`src/rtl/double_buffer_sequencer_if.sv`:
```
`default_nettype none
// ----------------------------------------------------------------------------
// double_buffer_sequencer_if : producer / agent-memory / call / return bundle
// Rev 1.0
// ----------------------------------------------------------------------------
interface double_buffer_sequencer_if #(
  parameter int HALF_DEPTH = 256,
  parameter int DATA_W     = 32,
  parameter int ADDR_W     = 9
);
  localparam int c_LVL_W = $clog2(HALF_DEPTH) + 1;

  logic                  in_valid;
  logic                  in_ready;
  logic [DATA_W-1:0]     in_data;
  logic                  mem_write;
  logic [ADDR_W-1:0]     mem_address;
  logic [DATA_W-1:0]     mem_writedata;
  logic [DATA_W/8-1:0]   mem_byteenable;
  logic                  call_valid;
  logic                  call_stall;
  logic                  db_data;
  logic                  return_valid;
  logic                  return_stall;
  logic [DATA_W-1:0]     returndata_data;
  logic                  res_valid;
  logic                  res_ready;
  logic [DATA_W-1:0]     res_data;
  logic [c_LVL_W-1:0]    fill_level;

  modport master (
    input  in_valid, in_data, call_stall, return_valid, returndata_data, res_ready,
    output in_ready, mem_write, mem_address, mem_writedata, mem_byteenable,
           call_valid, db_data, return_stall, res_valid, res_data, fill_level
  );

  modport slave (
    output in_valid, in_data, call_stall, return_valid, returndata_data, res_ready,
    input  in_ready, mem_write, mem_address, mem_writedata, mem_byteenable,
           call_valid, db_data, return_stall, res_valid, res_data, fill_level
  );
endinterface
`default_nettype wire

```
`src/rtl/double_buffer_sequencer.sv`:
```
`default_nettype none
// ----------------------------------------------------------------------------
// double_buffer_sequencer : fills one memory half while the component runs on
// the other, launching a call per completed half. Rev 1.0
// ----------------------------------------------------------------------------
module double_buffer_sequencer #(
  parameter int HALF_DEPTH = 256,
  parameter int DATA_W     = 32,
  parameter int ADDR_W     = 9
) (
  input  logic                     clk,
  input  logic                     reset,
  double_buffer_sequencer_if.master bus
);
  localparam int c_IDX_W = $clog2(HALF_DEPTH);
  localparam int c_LVL_W = c_IDX_W + 1;
  localparam logic [c_LVL_W-1:0] c_LAST_IDX = c_LVL_W'(HALF_DEPTH - 1);

  typedef enum logic [1:0] {
    ST_EMPTY   = 2'd0,
    ST_FILLING = 2'd1,
    ST_FULL    = 2'd2,
    ST_PROC    = 2'd3
  } half_state_e;

  half_state_e         state_q [2];
  half_state_e         state_d [2];
  logic                fill_half_q, fill_half_d;
  logic                comp_half_q, comp_half_d;
  logic [c_LVL_W-1:0]  fill_level_q, fill_level_d;
  logic                mem_write_q, mem_write_d;
  logic [ADDR_W-1:0]   mem_address_q, mem_address_d;
  logic [DATA_W-1:0]   mem_writedata_q, mem_writedata_d;
  logic                call_valid_q, call_valid_d;
  logic                res_valid_q, res_valid_d;
  logic [DATA_W-1:0]   res_data_q, res_data_d;

  logic w_in_ready;
  logic w_accept;
  logic w_last_word;
  logic w_return_stall;
  logic w_return_accept;

  assign w_in_ready      = ((state_q[fill_half_q] == ST_EMPTY) ||
                            (state_q[fill_half_q] == ST_FILLING)) && !reset;
  assign w_accept        = bus.in_valid && w_in_ready;
  assign w_last_word     = (fill_level_q == c_LAST_IDX);
  assign w_return_stall  = res_valid_q && !bus.res_ready;
  assign w_return_accept = bus.return_valid && !w_return_stall;

  always_ff @(posedge clk or posedge reset) begin
    if (reset) begin
      state_q[0]      <= ST_EMPTY;
      state_q[1]      <= ST_EMPTY;
      fill_half_q     <= 1'b0;
      comp_half_q     <= 1'b0;
      fill_level_q    <= '0;
      mem_write_q     <= 1'b0;
      mem_address_q   <= '0;
      mem_writedata_q <= '0;
      call_valid_q    <= 1'b0;
      res_valid_q     <= 1'b0;
      res_data_q      <= '0;
    end else begin
      state_q[0]      <= state_d[0];
      state_q[1]      <= state_d[1];
      fill_half_q     <= fill_half_d;
      comp_half_q     <= comp_half_d;
      fill_level_q    <= fill_level_d;
      mem_write_q     <= mem_write_d;
      mem_address_q   <= mem_address_d;
      mem_writedata_q <= mem_writedata_d;
      call_valid_q    <= call_valid_d;
      res_valid_q     <= res_valid_d;
      res_data_q      <= res_data_d;
    end
  end

  // Fill, launch and return touch disjoint halves (EMPTY/FILLING vs FULL/PROC),
  // so all three may update state_d on the same edge without conflict.
  always_comb begin
    state_d[0]      = state_q[0];
    state_d[1]      = state_q[1];
    fill_half_d     = fill_half_q;
    comp_half_d     = comp_half_q;
    fill_level_d    = fill_level_q;
    mem_write_d     = w_accept;
    mem_address_d   = mem_address_q;
    mem_writedata_d = mem_writedata_q;
    call_valid_d    = call_valid_q;
    res_valid_d     = res_valid_q;
    res_data_d      = res_data_q;

    if (w_accept) begin
      mem_address_d   = ADDR_W'({fill_half_q, fill_level_q[c_IDX_W-1:0]});
      mem_writedata_d = bus.in_data;
      if (w_last_word) begin
        state_d[fill_half_q] = ST_FULL;
        fill_level_d         = '0;
        fill_half_d          = !fill_half_q;
      end else begin
        state_d[fill_half_q] = ST_FILLING;
        fill_level_d         = fill_level_q + c_LVL_W'(1);
      end
    end

    // Launch decision uses registered state, so a call trails the last write.
    if (call_valid_q) begin
      if (!bus.call_stall) begin
        call_valid_d         = 1'b0;
        state_d[comp_half_q] = ST_PROC;
      end
    end else if (state_q[comp_half_q] == ST_FULL) begin
      call_valid_d = 1'b1;
    end

    if (w_return_accept) begin
      res_data_d           = bus.returndata_data;
      res_valid_d          = 1'b1;
      state_d[comp_half_q] = ST_EMPTY;
      comp_half_d          = !comp_half_q;
    end else if (bus.res_ready) begin
      res_valid_d = 1'b0;
    end
  end

  assign bus.in_ready       = w_in_ready;
  assign bus.mem_write      = mem_write_q;
  assign bus.mem_address    = mem_address_q;
  assign bus.mem_writedata  = mem_writedata_q;
  assign bus.mem_byteenable = '1;
  assign bus.call_valid     = call_valid_q;
  assign bus.db_data        = comp_half_q;
  assign bus.return_stall   = w_return_stall;
  assign bus.res_valid      = res_valid_q;
  assign bus.res_data       = res_data_q;
  assign bus.fill_level     = fill_level_q;

endmodule
`default_nettype wire

```
`src/flat_wrapper.sv`:
```
// flat-port wrapper written by rule: the top's interface ports become plain ports
module double_buffer_sequencer_flat 
#(
  parameter int HALF_DEPTH = 256,
  parameter int DATA_W     = 32,
  parameter int ADDR_W     = 9
)
  (clk, reset, bus_in_valid, bus_in_data, bus_call_stall, bus_return_valid, bus_returndata_data, bus_res_ready, bus_in_ready, bus_mem_write, bus_mem_address, bus_mem_writedata, bus_mem_byteenable, bus_call_valid, bus_db_data, bus_return_stall, bus_res_valid, bus_res_data, bus_fill_level);
  double_buffer_sequencer_if #(.HALF_DEPTH(HALF_DEPTH), .DATA_W(DATA_W), .ADDR_W(ADDR_W)) bus_i ();
  input  logic clk;
  input  logic reset;
  input wire logic [$bits(bus_i.in_valid)-1:0] bus_in_valid;
  input wire logic [$bits(bus_i.in_data)-1:0] bus_in_data;
  input wire logic [$bits(bus_i.call_stall)-1:0] bus_call_stall;
  input wire logic [$bits(bus_i.return_valid)-1:0] bus_return_valid;
  input wire logic [$bits(bus_i.returndata_data)-1:0] bus_returndata_data;
  input wire logic [$bits(bus_i.res_ready)-1:0] bus_res_ready;
  output wire logic [$bits(bus_i.in_ready)-1:0] bus_in_ready;
  output wire logic [$bits(bus_i.mem_write)-1:0] bus_mem_write;
  output wire logic [$bits(bus_i.mem_address)-1:0] bus_mem_address;
  output wire logic [$bits(bus_i.mem_writedata)-1:0] bus_mem_writedata;
  output wire logic [$bits(bus_i.mem_byteenable)-1:0] bus_mem_byteenable;
  output wire logic [$bits(bus_i.call_valid)-1:0] bus_call_valid;
  output wire logic [$bits(bus_i.db_data)-1:0] bus_db_data;
  output wire logic [$bits(bus_i.return_stall)-1:0] bus_return_stall;
  output wire logic [$bits(bus_i.res_valid)-1:0] bus_res_valid;
  output wire logic [$bits(bus_i.res_data)-1:0] bus_res_data;
  output wire logic [$bits(bus_i.fill_level)-1:0] bus_fill_level;
  assign bus_i.in_valid = bus_in_valid;
  assign bus_i.in_data = bus_in_data;
  assign bus_i.call_stall = bus_call_stall;
  assign bus_i.return_valid = bus_return_valid;
  assign bus_i.returndata_data = bus_returndata_data;
  assign bus_i.res_ready = bus_res_ready;
  assign bus_in_ready = bus_i.in_ready;
  assign bus_mem_write = bus_i.mem_write;
  assign bus_mem_address = bus_i.mem_address;
  assign bus_mem_writedata = bus_i.mem_writedata;
  assign bus_mem_byteenable = bus_i.mem_byteenable;
  assign bus_call_valid = bus_i.call_valid;
  assign bus_db_data = bus_i.db_data;
  assign bus_return_stall = bus_i.return_stall;
  assign bus_res_valid = bus_i.res_valid;
  assign bus_res_data = bus_i.res_data;
  assign bus_fill_level = bus_i.fill_level;
  double_buffer_sequencer #(.HALF_DEPTH(HALF_DEPTH), .DATA_W(DATA_W), .ADDR_W(ADDR_W)) u_core (.clk(clk), .reset(reset), .bus(bus_i));
endmodule
```
`config.mk`:
```
export PLATFORM = sky130hd
export DESIGN_NAME = double_buffer_sequencer_flat
export DESIGN_NICKNAME = d
export VERILOG_FILES = /design/src/rtl/double_buffer_sequencer_if.sv /design/src/rtl/double_buffer_sequencer.sv /design/src/flat_wrapper.sv
export SDC_FILE = /design/constraint.sdc
export NUM_CORES = 1
export LEC_CHECK = 0
export ABC_CLOCK_PERIOD_IN_PS = 5700
export CAP_MARGIN = 20
export CELL_PAD_IN_SITES_DETAIL_PLACEMENT = 0
export CELL_PAD_IN_SITES_GLOBAL_PLACEMENT = 1
export CORE_MARGIN = 3
export CORE_UTILIZATION = 34
export CTS_CLUSTER_DIAMETER = 80
export DETAILED_ROUTE_END_ITERATION = 10
export PLACE_DENSITY = 0.86
export SLEW_MARGIN = 5
export SYNTH_ARGS = -nofsm -noshare
export SYNTH_HDL_FRONTEND = slang
export SYNTH_SLANG_ARGS = --single-unit
```
`constraint.sdc`:
```
create_clock -name clk -period 5.7 [get_ports clk]
set_clock_uncertainty 0.1 [all_clocks]
set_input_delay 1.14 -clock clk [delete_from_list [all_inputs] [get_ports clk]]
set_output_delay 1.14 -clock clk [all_outputs]
set_load 0.01 [all_outputs]
```
==> impl_metrics.py <==
metrics = {
    "outcome": {
        "status": "finished clean",
    },
    "setup_path": {
        "cp-startpoint": "bus_res_ready",
        "critical-path-top-cell-by-count": "sky130_fd_sc_hd__clkdlybuf4s50_1",
        "timing.critical_path.cells": "clkdlybuf4s50_1, nand2b_1, inv_1, clkdlybuf4s50_1",
        "timing.rr.start": "u_core.fill_half_q$_DFFE_PP0P_",
        "arrival_ps": 2390,
        "worstSetupStartpointType": "primary input",
        "setup.reg_to_reg.worst_slack_ps": 2920,
        "worst_path_max_delay_cell": "sky130_fd_sc_hd__clkdlybuf4s50_1",
        "timing.setup.critical_path_class": "primary input to output port",
        "sort_of_element_at_the_end_of_the_critical_path": "output port",
        "worst_endpoint_required_time_ps": 4460,
        "path_max_fanout": 5,
        "critical_path.max_stage_delay_ps": 530,
    },
    "sta": {
        "achievable-frequency_mhz": 275.2,
        "timing.slew.headroom_pct": 53.45,
        "rsz0062_at_grt": "no",
        "post-route-period-util_pct": 63.76,
        "final-max-slew-violation-count": 0,
        "setup_violations": 0,
        "layout_min_cycle_time_ps": 3634,
        "setup-tns-final_ps": 0,
        "final_hold_viol_count": 0,
        "timing_worst_slew_pin_value_ps": 694.0,
        "final.setup.worst_slack_ps": 2066,
    },
    "synth": {
        "synth_cells": 331,
        "postSynth.asyncResetShare_pct": 100.0,
        "yosysSeqAreaShare_pct": 61.55,
        "synth_top_cells_by_count": "128 x sky130_fd_sc_hd__nand2_1, 91 x sky130_fd_sc_hd__dfrtp_1, 34 x sky130_fd_sc_hd__mux2_2",
        "netlist_top_cells_area": "sky130_fd_sc_hd__dfrtp_1 62%, sky130_fd_sc_hd__nand2_1 13%, sky130_fd_sc_hd__mux2_2 10%",
        "syn_area_um2": 3700,
        "synthDominantCellAreaShare_pct": 61.55,
        "edff_count_synth": 0,
        "synth-warning-count": 0,
        "synth_top_cell_by_area": "sky130_fd_sc_hd__dfrtp_1",
        "postSynthAreaPerCell_um2": 11.18,
        "ys.flop_type": "sky130_fd_sc_hd__dfrtp_1",
        "yosys_register_bits": 91,
        "post_synth_num_cell_types": 41,
        "synth.most_common_cell": "sky130_fd_sc_hd__nand2_1",
    },
    "global_routing": {
        "vias_in_the_first_global_route": 2917,
        "globalRoute.totalOverflow": 0,
        "gr-usage-all-layers_pct": 15.03,
        "grt_antenna_before_repair": 0,
        "grt_pass1_wl_mm": 14.25,
        "grt_max_degree": 67,
    },
    "finish": {
        "net_count_of_the_finished_layout": 560,
        "antenna_cells_inserted": 0,
        "drive_gt1_share_pct": 12.35,
        "layout-area-overhead-vs-synth_pct": 52.18,
        "design_area_um2": 5630,
    },
    "clock_tree": {
        "htree_num_levels": 3,
        "cts_inserted_buffers": 9,
        "cts.sinks": 91,
        "cts.root.buffer_cell": "sky130_fd_sc_hd__clkbuf_8",
        "cts_resized": 0,
        "clock_insertion_delay_at_the_later_pin_of_the_skew_report_ps": 350,
        "worst_setup_hold_path_clk_slew_ps": 90,
        "post-cts-setup-buffer-count": 0,
        "clockBufferDepth": 2,
        "holdBufCountCts": 0,
        "cts_tree": "done",
    },
    "detailed_routing": {
        "routedWlPerCell_um": 14.33,
        "drtIter0Drc": 116,
        "drt-total-wl_mm": 9.030,
        "route.detailed.vias_per_inst": 4.549,
        "route.detailed.drc": 0,
        "routed-via-count": 2866,
        "ant_nets": 0,
        "first_pass_iters": 4,
    },
    "pwr": {
        "design_power_total_mw": 2.181,
        "power.density_nw_per_um2": 387.4,
        "leakage_nw": 2.522,
        "worst_ir_drop_vdd_mv": 0.1685,
    },
    "floorplanning": {
        "floorplan.initialDensity_pct": 35.36,
        "floorplan.die.width_um": 110.3,
        "chipHeight_um": 110.3,
        "core_region_area_um2": 10460,
        "dieArea_um2": 12170,
        "row_count": 37,
        "ioPinCount": 162,
    },
    "job": {
        "cap_violations": 0,
    },
    "placed_design": {
        "dpl-instance-area_um2": 5425,
        "dp_slack_ps": 1867,
        "io_buffers": 157,
        "post-dp-hpwl_mm": 6.587,
        "gp_congestion": 0.6973,
    },
    "worst_hold_path": {
        "min-delay-start": "u_core.bus.mem_writedata[11]$_DFFE_PP0N_",
        "worst_hold_path_type": "flip-flop to flip-flop",
    },
}
-- final cells by class --
| class | instances | area [µm²] |
|---|---|---|
| clock buffer | 13 | 158.9 |
| timing repair buffer | 162 | 1649 |
| tap | 136 | 170.2 |
| multi-input combinational | 219 | 1304 |
| inverter | 6 | 25.02 |
| clock inverter | 3 | 46.29 |
| fill | 990 | 4832 |
| sequential | 91 | 2277 |
-- worst max-delay path, delay by kind of cell --
family | cells | cell delay [ps]
simple gates | 1 | 230
buf+inv | 3 | 1020
-- metal layers --
layer / GRT usage [%] / up-vias / routed length [µm]
li1: - / 1389 / -
met5: 0 / - / 0
met1: 18.87 / 1391 / 3765
met2: 24.44 / 77 / 4462
met3: 4.426 / 9 / 652
met4: 5.893 / 0 / 150
-- where the power goes --
part	switching [mW]	total, mW	internal [mW]	leakage [nW]
Clock	0.220	0.448	0.228	0.0998
Combinational	0.327	0.777	0.450	1.30
Sequential	0.133	0.956	0.823	1.12
-- cell families after synthesis --
| kind of cell | share of synthesized area [%] |
|---|---|
| adders and majority gates | 0.3381 |
| buffers and inverters | 3.517 |
| and+or+nand+nor | 17.35 |
| xor gates and xnor gates | 1.184 |
| other | 0.1014 |
| DFF | 61.55 |
| AOI/OAI and AO/OA | 4.735 |
| muxes | 11.23 |
-- flip-flops by register name, summed over array words and instances (netlist names) --
name and count:
u_core.bus.mem_writedata 32, u_core.bus.res_valid 1, u_core.bus.db_data 1, u_core.bus.mem_address 9, u_core.bus.res_data 32, u_core.state_q 4
u_core.bus.mem_write 1, u_core.fill_half_q 1, u_core.bus.call_valid 1, u_core.bus.fill_level 9
-- layout by cell type (no fill, tap or decap), types with 3 or more instances in the layout --
cell,count
sky130_fd_sc_hd__nand3_1,3
sky130_fd_sc_hd__conb_1,4
sky130_fd_sc_hd__nor3_1,4
sky130_fd_sc_hd__buf_4,3
sky130_fd_sc_hd__clkbuf_8,11
sky130_fd_sc_hd__mux2_2,34
sky130_fd_sc_hd__nand2b_1,4
sky130_fd_sc_hd__clkdlybuf4s50_1,157
sky130_fd_sc_hd__xnor2_1,4
sky130_fd_sc_hd__nor2_1,3
sky130_fd_sc_hd__a32oi_1,3
sky130_fd_sc_hd__o21ai_0,3
sky130_fd_sc_hd__inv_1,4
sky130_fd_sc_hd__dfrtp_1,91
sky130_fd_sc_hd__nand2_1,128
-- per-stage QoR --
| stage | util (%) | instances | hold WS (ps) |
|---|---|---|---|
| floorplan | - | 334 | 411.4 |
| global placement | 51.33 | 612 | 359.3 |
| detailed placement | 51.85 | 614 | 365.9 |
| CTS | 53.81 | 630 | 386.4 |
| global route | 53.81 | 630 | 411.9 |
| finish | 53.81 | 630 | 381.3 |
-- path summary, 6_finish.rpt --
| kind | end | cells past startpoint |
|---|---|---|
| setup / recovery | bus_return_stall | 4 |
| hold / removal | u_core.bus.mem_writedata[11]$_DFFE_PP0N_ | 2 |
| max in group asynchronous | u_core.bus.mem_address[8]$_DFFE_PP0N_ | 4 |
| setup reg to reg | u_core.bus.fill_level[1]$_DFFE_PP0N_ | 7 |
| hold reg to reg | u_core.bus.mem_writedata[11]$_DFFE_PP0N_ | 2 |
| min in group asynchronous | u_core.bus.mem_writedata[13]$_DFFE_PP0N_ | 3 |
(Power assumes the default switching activity.)
